`config.mk`:
```
export PLATFORM = sky130hd
export DESIGN_NAME = uart_cmd_decoder_flat
export DESIGN_NICKNAME = d
export VERILOG_FILES = /design/src/rtl/uart_cmd_decoder_if.sv /design/src/rtl/uart_cmd_decoder.sv /design/src/flat_wrapper.sv
export SDC_FILE = /design/constraint.sdc
export NUM_CORES = 1
export LEC_CHECK = 0
export ABC_AREA = 1
export CORE_MARGIN = 10
export CORE_UTILIZATION = 40
export CTS_CLUSTER_DIAMETER = 120
export CTS_CLUSTER_SIZE = 40
export DETAILED_ROUTE_END_ITERATION = 10
export PLACE_DENSITY = 0.65
export SLEW_MARGIN = 30
export SYNTH_ARGS = -nofsm -noshare
export SYNTH_HDL_FRONTEND = slang
export SYNTH_SLANG_ARGS = --single-unit
```
`constraint.sdc`:
```
create_clock -name clock -period 1.65 [get_ports clock]
set_input_delay 0.165 -clock clock [delete_from_list [all_inputs] [get_ports clock]]
set_output_delay 0.165 -clock clock [all_outputs]
set_load 0.03 [all_outputs]
```
`src/rtl/uart_cmd_decoder_if.sv`:
```
// Byte stream, response and register bus signals of uart_cmd_decoder.
// The slave side is the decoder; the master side is its surroundings.
interface uart_cmd_decoder_if;
  logic [7:0] rx_data_i;
  logic       rx_valid_i;
  logic [7:0] tx_data_o;
  logic       tx_write_o;
  logic       tx_busy_i;
  logic [7:0] reg_addr_o;
  logic [7:0] reg_wdata_o;
  logic       reg_write_o;
  logic       reg_read_o;
  logic [7:0] reg_rdata_i;
  logic       busy_o;
  logic       overrun_o;

  modport master (
    output rx_data_i, rx_valid_i,
    output tx_busy_i, reg_rdata_i,
    input  tx_data_o, tx_write_o,
    input  reg_addr_o, reg_wdata_o,
    input  reg_write_o, reg_read_o,
    input  busy_o, overrun_o
  );

  modport slave (
    input  rx_data_i, rx_valid_i,
    input  tx_busy_i, reg_rdata_i,
    output tx_data_o, tx_write_o,
    output reg_addr_o, reg_wdata_o,
    output reg_write_o, reg_read_o,
    output busy_o, overrun_o
  );
endinterface

```
`src/rtl/uart_cmd_decoder.sv`:
```
// UART byte-stream parser: W/R/P commands to a register bus,
// one response byte per command back to the transmitter.
module uart_cmd_decoder #(
  parameter int TIMEOUT_CYCLES = 1200000
) (
  input logic             clock,
  input logic             reset_n,
  uart_cmd_decoder_if.slave bus
);
  localparam int CW = $clog2(TIMEOUT_CYCLES);
  localparam logic [CW-1:0] LAST =
    CW'(TIMEOUT_CYCLES - 1);

  localparam logic [7:0] OP_W  = 8'h57;
  localparam logic [7:0] OP_R  = 8'h52;
  localparam logic [7:0] OP_P  = 8'h50;
  localparam logic [7:0] RSP_K = 8'h4B;
  localparam logic [7:0] RSP_Q = 8'h3F;

  typedef enum logic [2:0] {
    IDLE,
    GET_ADDR,
    GET_DATA,
    DO_WRITE,
    DO_READ,
    CAPTURE,
    SEND
  } state_t;

  state_t        state;
  logic [CW-1:0] cnt;
  logic          is_write;
  logic [7:0]    tx_data;
  logic [7:0]    addr;
  logic [7:0]    wdata;
  logic          wr;
  logic          rd;
  logic          ovr;
  logic          drop;
  logic          expired;

  // Bytes arriving while a command is being executed are lost.
  assign drop = bus.rx_valid_i &&
    (state inside {DO_WRITE, DO_READ, CAPTURE, SEND});
  assign expired = (cnt == LAST) && !bus.rx_valid_i;

  always_ff @(posedge clock) begin
    if (!reset_n) begin
      state    <= IDLE;
      cnt      <= '0;
      is_write <= 1'b0;
      tx_data  <= 8'h00;
      addr     <= 8'h00;
      wdata    <= 8'h00;
      wr       <= 1'b0;
      rd       <= 1'b0;
      ovr      <= 1'b0;
    end else begin
      wr <= 1'b0;
      rd <= 1'b0;
      if (drop) ovr <= 1'b1;
      unique case (state)
        IDLE: begin
          if (bus.rx_valid_i) begin
            cnt <= '0;
            unique case (1'b1)
              (bus.rx_data_i == OP_W),
              (bus.rx_data_i == OP_R): begin
                is_write <= (bus.rx_data_i == OP_W);
                state    <= GET_ADDR;
              end
              (bus.rx_data_i == OP_P): begin
                tx_data <= OP_P;
                state   <= SEND;
              end
              default: begin
                tx_data <= RSP_Q;
                state   <= SEND;
              end
            endcase
          end
        end
        GET_ADDR: begin
          if (bus.rx_valid_i) begin
            addr  <= bus.rx_data_i;
            cnt   <= '0;
            rd    <= !is_write;
            state <= is_write ? GET_DATA : DO_READ;
          end else if (expired) begin
            cnt   <= '0;
            state <= IDLE;
          end else begin
            cnt <= cnt + CW'(1);
          end
        end
        GET_DATA: begin
          if (bus.rx_valid_i) begin
            wdata <= bus.rx_data_i;
            cnt   <= '0;
            wr    <= 1'b1;
            state <= DO_WRITE;
          end else if (expired) begin
            cnt   <= '0;
            state <= IDLE;
          end else begin
            cnt <= cnt + CW'(1);
          end
        end
        DO_WRITE: begin
          tx_data <= RSP_K;
          state   <= SEND;
        end
        DO_READ: state <= CAPTURE;
        CAPTURE: begin
          tx_data <= bus.reg_rdata_i;
          state   <= SEND;
        end
        SEND: begin
          if (!bus.tx_busy_i) state <= IDLE;
        end
        default: state <= IDLE;
      endcase
    end
  end

  // Gated by busy directly so a strobe can never meet a busy transmitter.
  assign bus.tx_write_o  = (state == SEND) && !bus.tx_busy_i;
  assign bus.tx_data_o   = tx_data;
  assign bus.reg_addr_o  = addr;
  assign bus.reg_wdata_o = wdata;
  assign bus.reg_write_o = wr;
  assign bus.reg_read_o  = rd;
  assign bus.busy_o      = (state != IDLE);
  assign bus.overrun_o   = ovr;
endmodule

```
`src/flat_wrapper.sv`:
```
// flat-port wrapper written by rule: the top's interface ports become plain ports
module uart_cmd_decoder_flat 
#(
  parameter int TIMEOUT_CYCLES = 1200000
)
  (clock, reset_n, bus_rx_data_i, bus_rx_valid_i, bus_tx_busy_i, bus_reg_rdata_i, bus_tx_data_o, bus_tx_write_o, bus_reg_addr_o, bus_reg_wdata_o, bus_reg_write_o, bus_reg_read_o, bus_busy_o, bus_overrun_o);
  uart_cmd_decoder_if bus_i ();
  input logic clock;
  input logic reset_n;
  input wire logic [$bits(bus_i.rx_data_i)-1:0] bus_rx_data_i;
  input wire logic [$bits(bus_i.rx_valid_i)-1:0] bus_rx_valid_i;
  input wire logic [$bits(bus_i.tx_busy_i)-1:0] bus_tx_busy_i;
  input wire logic [$bits(bus_i.reg_rdata_i)-1:0] bus_reg_rdata_i;
  output wire logic [$bits(bus_i.tx_data_o)-1:0] bus_tx_data_o;
  output wire logic [$bits(bus_i.tx_write_o)-1:0] bus_tx_write_o;
  output wire logic [$bits(bus_i.reg_addr_o)-1:0] bus_reg_addr_o;
  output wire logic [$bits(bus_i.reg_wdata_o)-1:0] bus_reg_wdata_o;
  output wire logic [$bits(bus_i.reg_write_o)-1:0] bus_reg_write_o;
  output wire logic [$bits(bus_i.reg_read_o)-1:0] bus_reg_read_o;
  output wire logic [$bits(bus_i.busy_o)-1:0] bus_busy_o;
  output wire logic [$bits(bus_i.overrun_o)-1:0] bus_overrun_o;
  assign bus_i.rx_data_i = bus_rx_data_i;
  assign bus_i.rx_valid_i = bus_rx_valid_i;
  assign bus_i.tx_busy_i = bus_tx_busy_i;
  assign bus_i.reg_rdata_i = bus_reg_rdata_i;
  assign bus_tx_data_o = bus_i.tx_data_o;
  assign bus_tx_write_o = bus_i.tx_write_o;
  assign bus_reg_addr_o = bus_i.reg_addr_o;
  assign bus_reg_wdata_o = bus_i.reg_wdata_o;
  assign bus_reg_write_o = bus_i.reg_write_o;
  assign bus_reg_read_o = bus_i.reg_read_o;
  assign bus_busy_o = bus_i.busy_o;
  assign bus_overrun_o = bus_i.overrun_o;
  uart_cmd_decoder #(.TIMEOUT_CYCLES(TIMEOUT_CYCLES)) u_core (.clock(clock), .reset_n(reset_n), .bus(bus_i));
endmodule
```
After elaboration in Yosys (flattened, before gate mapping):

Cells that the tools add are included.

* multipliers: 0
* equality and inequality tests: 13
* div/mod/pow operators: 0
* bitwise gates (word level): 0
* $add $sub $neg: 1
* shift-type cells: 0
* order comparisons: 0
* multiplexer cells: 16
* reduce and logical (&&, ||, !) cells: 22

Operator list (number)
* $mux W21: 3
* $pmux W21 S2: 1
* $eq A8 B7 Y1 const B: 3
* $pmux W8 S3: 1
* $add A21 B1 Y21 const B: 1
* $eq A21 B21 Y1 const B: 1
* $mux W3: 7
* $pmux W3 S6: 1
* $pmux W8 S2: 1
* $reduce_and A2 Y1: 5
* $eq A3 B3 Y1 const B: 3
* $reduce_and A3 Y1: 3
* $mux W8: 1
* $eq A3 B2 Y1 const B: 2
* $ne A2 B2 Y1 const B: 3
* $reduce_bool A3 Y1: 2
* $reduce_or A2 Y1: 3
* $reduce_bool A4 Y1: 1
* $eq A3 B1 Y1 const B: 1
* $logic_and A1 B1 Y1: 3
* $logic_not A1 Y1: 3
* $logic_not A3 Y1: 1
* $reduce_bool A2 Y1: 1
* $mux W1: 1

* word-level logic and storage cells: 61
* register bits: 52
* memories kept: 0
* RAM bits: 0
* bits in read-only memories: 0
* bits in latches: 0
* input port bits: 20

Depth between registers and ports, before layout:

* word-level depth: 5
* gate-level depth with buffers: 11

Worst setup path before layout:

Ideal clock, no wire load.

* path type: flip-flop to output port
* from: register u_core.state[1]
* to: output port bus_tx_write_o
* stages on the path, launching flop included: 4
* data arrival time: 1.430 ns
* setup slack: 0.055 ns
* data required time: 1.485 ns
* path through: dfxtp_1 > buf_6 > inv_1 > nor4_1

* cells in the longest elaborated chain, start to end: 2

RTL lines
* start: declaration: line uart_cmd_decoder.sv:30 `state_t state;`
* start signal: assignment: line uart_cmd_decoder.sv:88 `state <= is_write ? GET_DATA : DO_READ;`
* $eq A3 B3 Y1: line uart_cmd_decoder.sv:127 `assign bus.tx_write_o = (state == SEND) && !bus.tx_busy_i;`
* $logic_and A1 B1 Y1: line uart_cmd_decoder.sv:127
* end: declaration: line flat_wrapper.sv:15 `output wire logic [$bits(bus_i.tx_write_o)-1:0] bus_tx_write_o;`

Every way passes these cells.

Final worst setup path:

* from: register u_core.tx_data[6], in the netlist u_core.bus.tx_data_o[6]
* to: output port bus_tx_data_o[6]

RTL lines
* start: declaration: line uart_cmd_decoder.sv:33 `logic [7:0] tx_data;`
* start signal: assignment: line uart_cmd_decoder.sv:115 `tx_data <= bus.reg_rdata_i;`
* end: declaration: line flat_wrapper.sv:14 `output wire logic [$bits(bus_i.tx_data_o)-1:0] bus_tx_data_o;`

No word-level cell between the ends.

==> out/summary.md <==
The number of distinct standard cells referenced by the synthesized netlist was 38. In this run, the number of DRC markers left after iteration 0 of detailed routing was 105. The worst stage delay on the critical path came out at 0.70 ns. The post-CTS clock slew at the launch and capture registers of the worst setup and hold paths is 0.09 ns.

The cell area that synthesis handed to floorplanning was 0.00250 sq mm. Setup repair after global routing could not meet its margin everywhere. Using the TritonRoute via totals, the vias-per-cell ratio works out to 4.85. For the residual DRC count, the log shows 0. The tools report the number of top-level pins as 49. The first global-routing pass estimated 11,400 microns of wire. The effective utilization at floorplan was 41.8%; the share of final-layout standard cells stronger than drive strength 1 was 17.7%.

Counting along the longest clock path gives a buffer depth of 2. The die outline height came out at 99.1 microns. The initial antenna violation count was 0; the clock insertion delay at the later pin of the skew report was 0.31 ns. The routed design has 6680 microns of wire.

Type of the setup path with the least slack: flop to output port. The upper clock frequency limit is 0.645 GHz. The cell with the biggest individual delay on the critical path was sky130_fd_sc_hd__clkdlybuf4s50_1. In this run the tool buffered the top-level ports with 48 buffer cells. The placed wire-length estimate after detailed placement was 5210 microns.

The signal on the critical path passes through clkdlybuf4s50_1. The run gives 13.8% as the overall global routing resource usage. For this design, the CTS-stage hold fixing added 0 buffers. The first detailed-routing pass took 4 iterations.

Counting cells, the worst reg-to-reg path comes to 10. The run gives 28 as the number of core rows. The count of placed standard cells including taps was 512; the gate count after technology mapping was 360. The antenna violation net count after detailed routing came out at 0. After synthesis the netlist holds a flip-flop and latch count of 52.

The number of buffer and inverter stages on the critical path was 1. The H-tree was split into 2 levels. The root buffer cell chosen for the clock tree is sky130_fd_sc_hd__clkbuf_8.

For the worst hold slack across all endpoints, the log shows 0.434 ns. TritonCTS built the clock tree. The transition time at the pin with the least slew margin is 0.337 ns.

After detailed routing, the average wire length per cell comes to 12.8 microns. The tools report the worst setup skew after layout as 0.0103 ns. STA classifies the critical path startpoint as a flop. The tools report the leakage component of the power as 0.00137 uW. The arrival time reported for the critical path endpoint came out at 1.39 ns.

The min-delay analysis places its worst path in the category input port to flop. Once layout is complete, the utilization of the core stands at 57.7%. The run gives 77.4% as the worst slew slack as a fraction of its limit.

Net count of the mapped netlist: 381. The placeable core region was 0.00599 sq mm; the total via count in the routed design was 2,525. The ratio of final minimum period to clock period is 94.0%. The last weighted congestion value of the routability-driven placer was 0.877; the net count reported at finish was 466. Prior to clock tree synthesis, the placed netlist has a worst setup slack of -0.168 ns. The run finished with clean final reports. The worst setup path is captured at an output port. The floorplan die width is 99.1 microns. Entering global routing, the biggest net connects 21 pins.

The number of buffers created by CTS was 5. Category of cells accounting for the largest share of critical-path delay: buffers and inverters. The final count of negative-setup-slack endpoints came out at 0.

The critical path depth is 1, and the post-layout total power is 4220 uW. Data on the critical path is required at its endpoint by 1.48 ns. Power spread over the standard cell area amounts to 1220 mW/mm^2. The number of endpoints with negative hold slack in the final report is 0, and the worst path setup slack after routing is 0.0993 ns. The worst hold path passes through 3 cells. Max-cap violations in this run came to 0. Worst supply voltage drop on vdd: 0.00112 V. During synthesis, Yosys emitted a total of 0 warnings. Relative to the synthesized area, the layout overhead comes to 38.2%. The max-slew violation count is 0, and the maximum fanout along the worst path is 2. The die covers 0.00982 sq mm.

Clock tree synthesis found a total of 52 sinks. Subtracting the final worst setup slack from the clock period gives 1.55 ns. Excluding fillers, the count of instances in the completed layout stands at 521. The total overflow left after global routing is 0.

The mean instance size in the synthesized netlist is 6.95 sq um. The portion of the post-synthesis area used by sequential elements was 41.6%; the number of antenna repair diodes was 0. The tools report the via count of the first global-routing pass as 2,560.
[layout make-up]
class | instances | area [sq um]
Clock buffer | 7 | 86.3
Inverter | 43 | 166
Tap cell | 75 | 93.8
Sequential cell | 52 | 1050
Multi-Input combinational cell | 257 | 1280
Fill cell | 597 | 2530
Clock inverter | 1 | 7.51
Timing Repair Buffer | 86 | 774
[metal layers]
metal / routed length [microns] / up-vias / global-route usage (%)
met5: 0 / - / 0
met4: 131 / 0 / 5.29
met3: 431 / 10 / 5.19
met2: 3130 / 53 / 23.3
met1: 3000 / 1131 / 15.4
li1: - / 1331 / -
[placed cells by master (no fill, tap or decap), types with 4 or more instances in the layout]
| cell type | Yosys | layout |
|---|---|---|
| sky130_fd_sc_hd__buf_4 | 0 | 38 |
| sky130_fd_sc_hd__clkbuf_8 | 1 | 6 |
| sky130_fd_sc_hd__dfxtp_1 | 52 | 47 |
| sky130_fd_sc_hd__nor2_1 | 56 | 52 |
| sky130_fd_sc_hd__clkdlybuf4s50_1 | 0 | 46 |
| sky130_fd_sc_hd__nor2_2 | 4 | 6 |
| sky130_fd_sc_hd__inv_2 | 4 | 4 |
| sky130_fd_sc_hd__nand2_1 | 79 | 78 |
| sky130_fd_sc_hd__nor3_1 | 12 | 11 |
| sky130_fd_sc_hd__inv_1 | 37 | 37 |
| sky130_fd_sc_hd__dfxtp_2 | 0 | 5 |
| sky130_fd_sc_hd__nand3_1 | 24 | 22 |
| sky130_fd_sc_hd__a21oi_1 | 28 | 28 |
| sky130_fd_sc_hd__o21ai_0 | 26 | 26 |
| sky130_fd_sc_hd__nand4_1 | 4 | 4 |
[state kept, by name, summed over array words and instances (netlist names)]
register	cells
u_core.cnt	21
u_core.bus.reg_read_o	1
u_core.bus.tx_data_o	8
u_core.bus.reg_addr_o	8
u_core.state	3
u_core.is_write	1
u_core.bus.reg_write_o	1
u_core.bus.overrun_o	1
u_core.bus.reg_wdata_o	8
[synth_stat cells]
master / n / area, sq um
sky130_fd_sc_hd__inv_1: 37 / 139
sky130_fd_sc_hd__xnor2_1: 3 / 26.3
sky130_fd_sc_hd__and3_1: 1 / 6.26
sky130_fd_sc_hd__clkbuf_8: 1 / 13.8
sky130_fd_sc_hd__buf_6: 2 / 22.5
sky130_fd_sc_hd__clkbuf_1: 2 / 7.51
sky130_fd_sc_hd__nor3_4: 1 / 16.3
sky130_fd_sc_hd__nand2_2: 2 / 12.5
sky130_fd_sc_hd__nor2_2: 4 / 25.0
sky130_fd_sc_hd__xor2_1: 2 / 17.5
sky130_fd_sc_hd__nor3_1: 12 / 60.1
sky130_fd_sc_hd__ha_1: 1 / 12.5
sky130_fd_sc_hd__nand4_2: 1 / 12.5
sky130_fd_sc_hd__clkbuf_4: 1 / 7.51
sky130_fd_sc_hd__nand3_1: 24 / 120
sky130_fd_sc_hd__o21ai_2: 1 / 8.76
sky130_fd_sc_hd__nor3b_1: 1 / 7.51
sky130_fd_sc_hd__o211a_1: 1 / 10.0
sky130_fd_sc_hd__nor2_4: 1 / 11.3
sky130_fd_sc_hd__or2_2: 1 / 6.26
sky130_fd_sc_hd__nor3b_2: 1 / 12.5
sky130_fd_sc_hd__a211oi_1: 2 / 15.0
sky130_fd_sc_hd__nand2_1: 79 / 297
sky130_fd_sc_hd__clkinv_4: 1 / 8.76
sky130_fd_sc_hd__buf_2: 1 / 5.00
sky130_fd_sc_hd__clkinv_1: 1 / 3.75
sky130_fd_sc_hd__nor4_1: 1 / 6.26
sky130_fd_sc_hd__dfxtp_1: 52 / 1040
sky130_fd_sc_hd__nand4_1: 4 / 25.0
sky130_fd_sc_hd__a21oi_1: 28 / 140
sky130_fd_sc_hd__nor2_1: 56 / 210
sky130_fd_sc_hd__nand2_4: 1 / 11.3
sky130_fd_sc_hd__o21ai_0: 26 / 130
sky130_fd_sc_hd__o21bai_1: 1 / 7.51
sky130_fd_sc_hd__nor3_2: 1 / 10.0
sky130_fd_sc_hd__inv_2: 4 / 15.0
sky130_fd_sc_hd__nand3_4: 1 / 17.5
sky130_fd_sc_hd__buf_1: 1 / 3.75
[kinds of logic (layout without fill, tap and decap cells)]
kind of cell | count (synthesis) | after routing | synth area share [%]
adders and majority gates | 1 | 1 | 0.500
and+or+nand+nor | 192 | 192 | 34.7
buffers and inverters | 51 | 137 | 9.05
AOI/OAI and AO/OA | 59 | 59 | 12.4
DFF | 52 | 52 | 41.6
xor gates and xnor gates | 5 | 5 | 1.75
[through the flow]
step | instance area [sq um] | setup TNS [ns]
finish | 3460 | 0
global route | 3460 | -0.0158
CTS | 3400 | 0
detailed placement | 3300 | -1.82
global placement | 3300 | -0.983
floorplan | 2500 | 0
[final timing paths]
path	endpoint	startpoint	slack, ns
setup / recovery	bus_tx_data_o[6]	u_core.bus.tx_data_o[6]$_SDFFE_PN0P_	0.1
hold / removal	u_core.bus.tx_data_o[7]$_SDFFE_PN0P_	bus_reg_rdata_i[7]	0.43
setup reg to reg	u_core.cnt[11]$_SDFFE_PN0P_	u_core.cnt[0]$_SDFFE_PN0P_	0.16
hold reg to reg	u_core.bus.overrun_o$_SDFFE_PN0P_	u_core.bus.overrun_o$_SDFFE_PN0P_	0.45
[timing repair]
| item | in CTS | in global routing |
|---|---|---|
| resized for setup | 1 | 16 |
| endpoints found under the setup margin | 1 | 24 |
| setup buffers | 0 | 1 |
| pin swaps | 0 | 3 |
[where the power goes]
group	switching [uW]	internal [uW]
clock	415	342
combinational	1150	747
sequential	126	1440
total	1700	2530
Note: power is estimated with default switching activity, not from simulation.
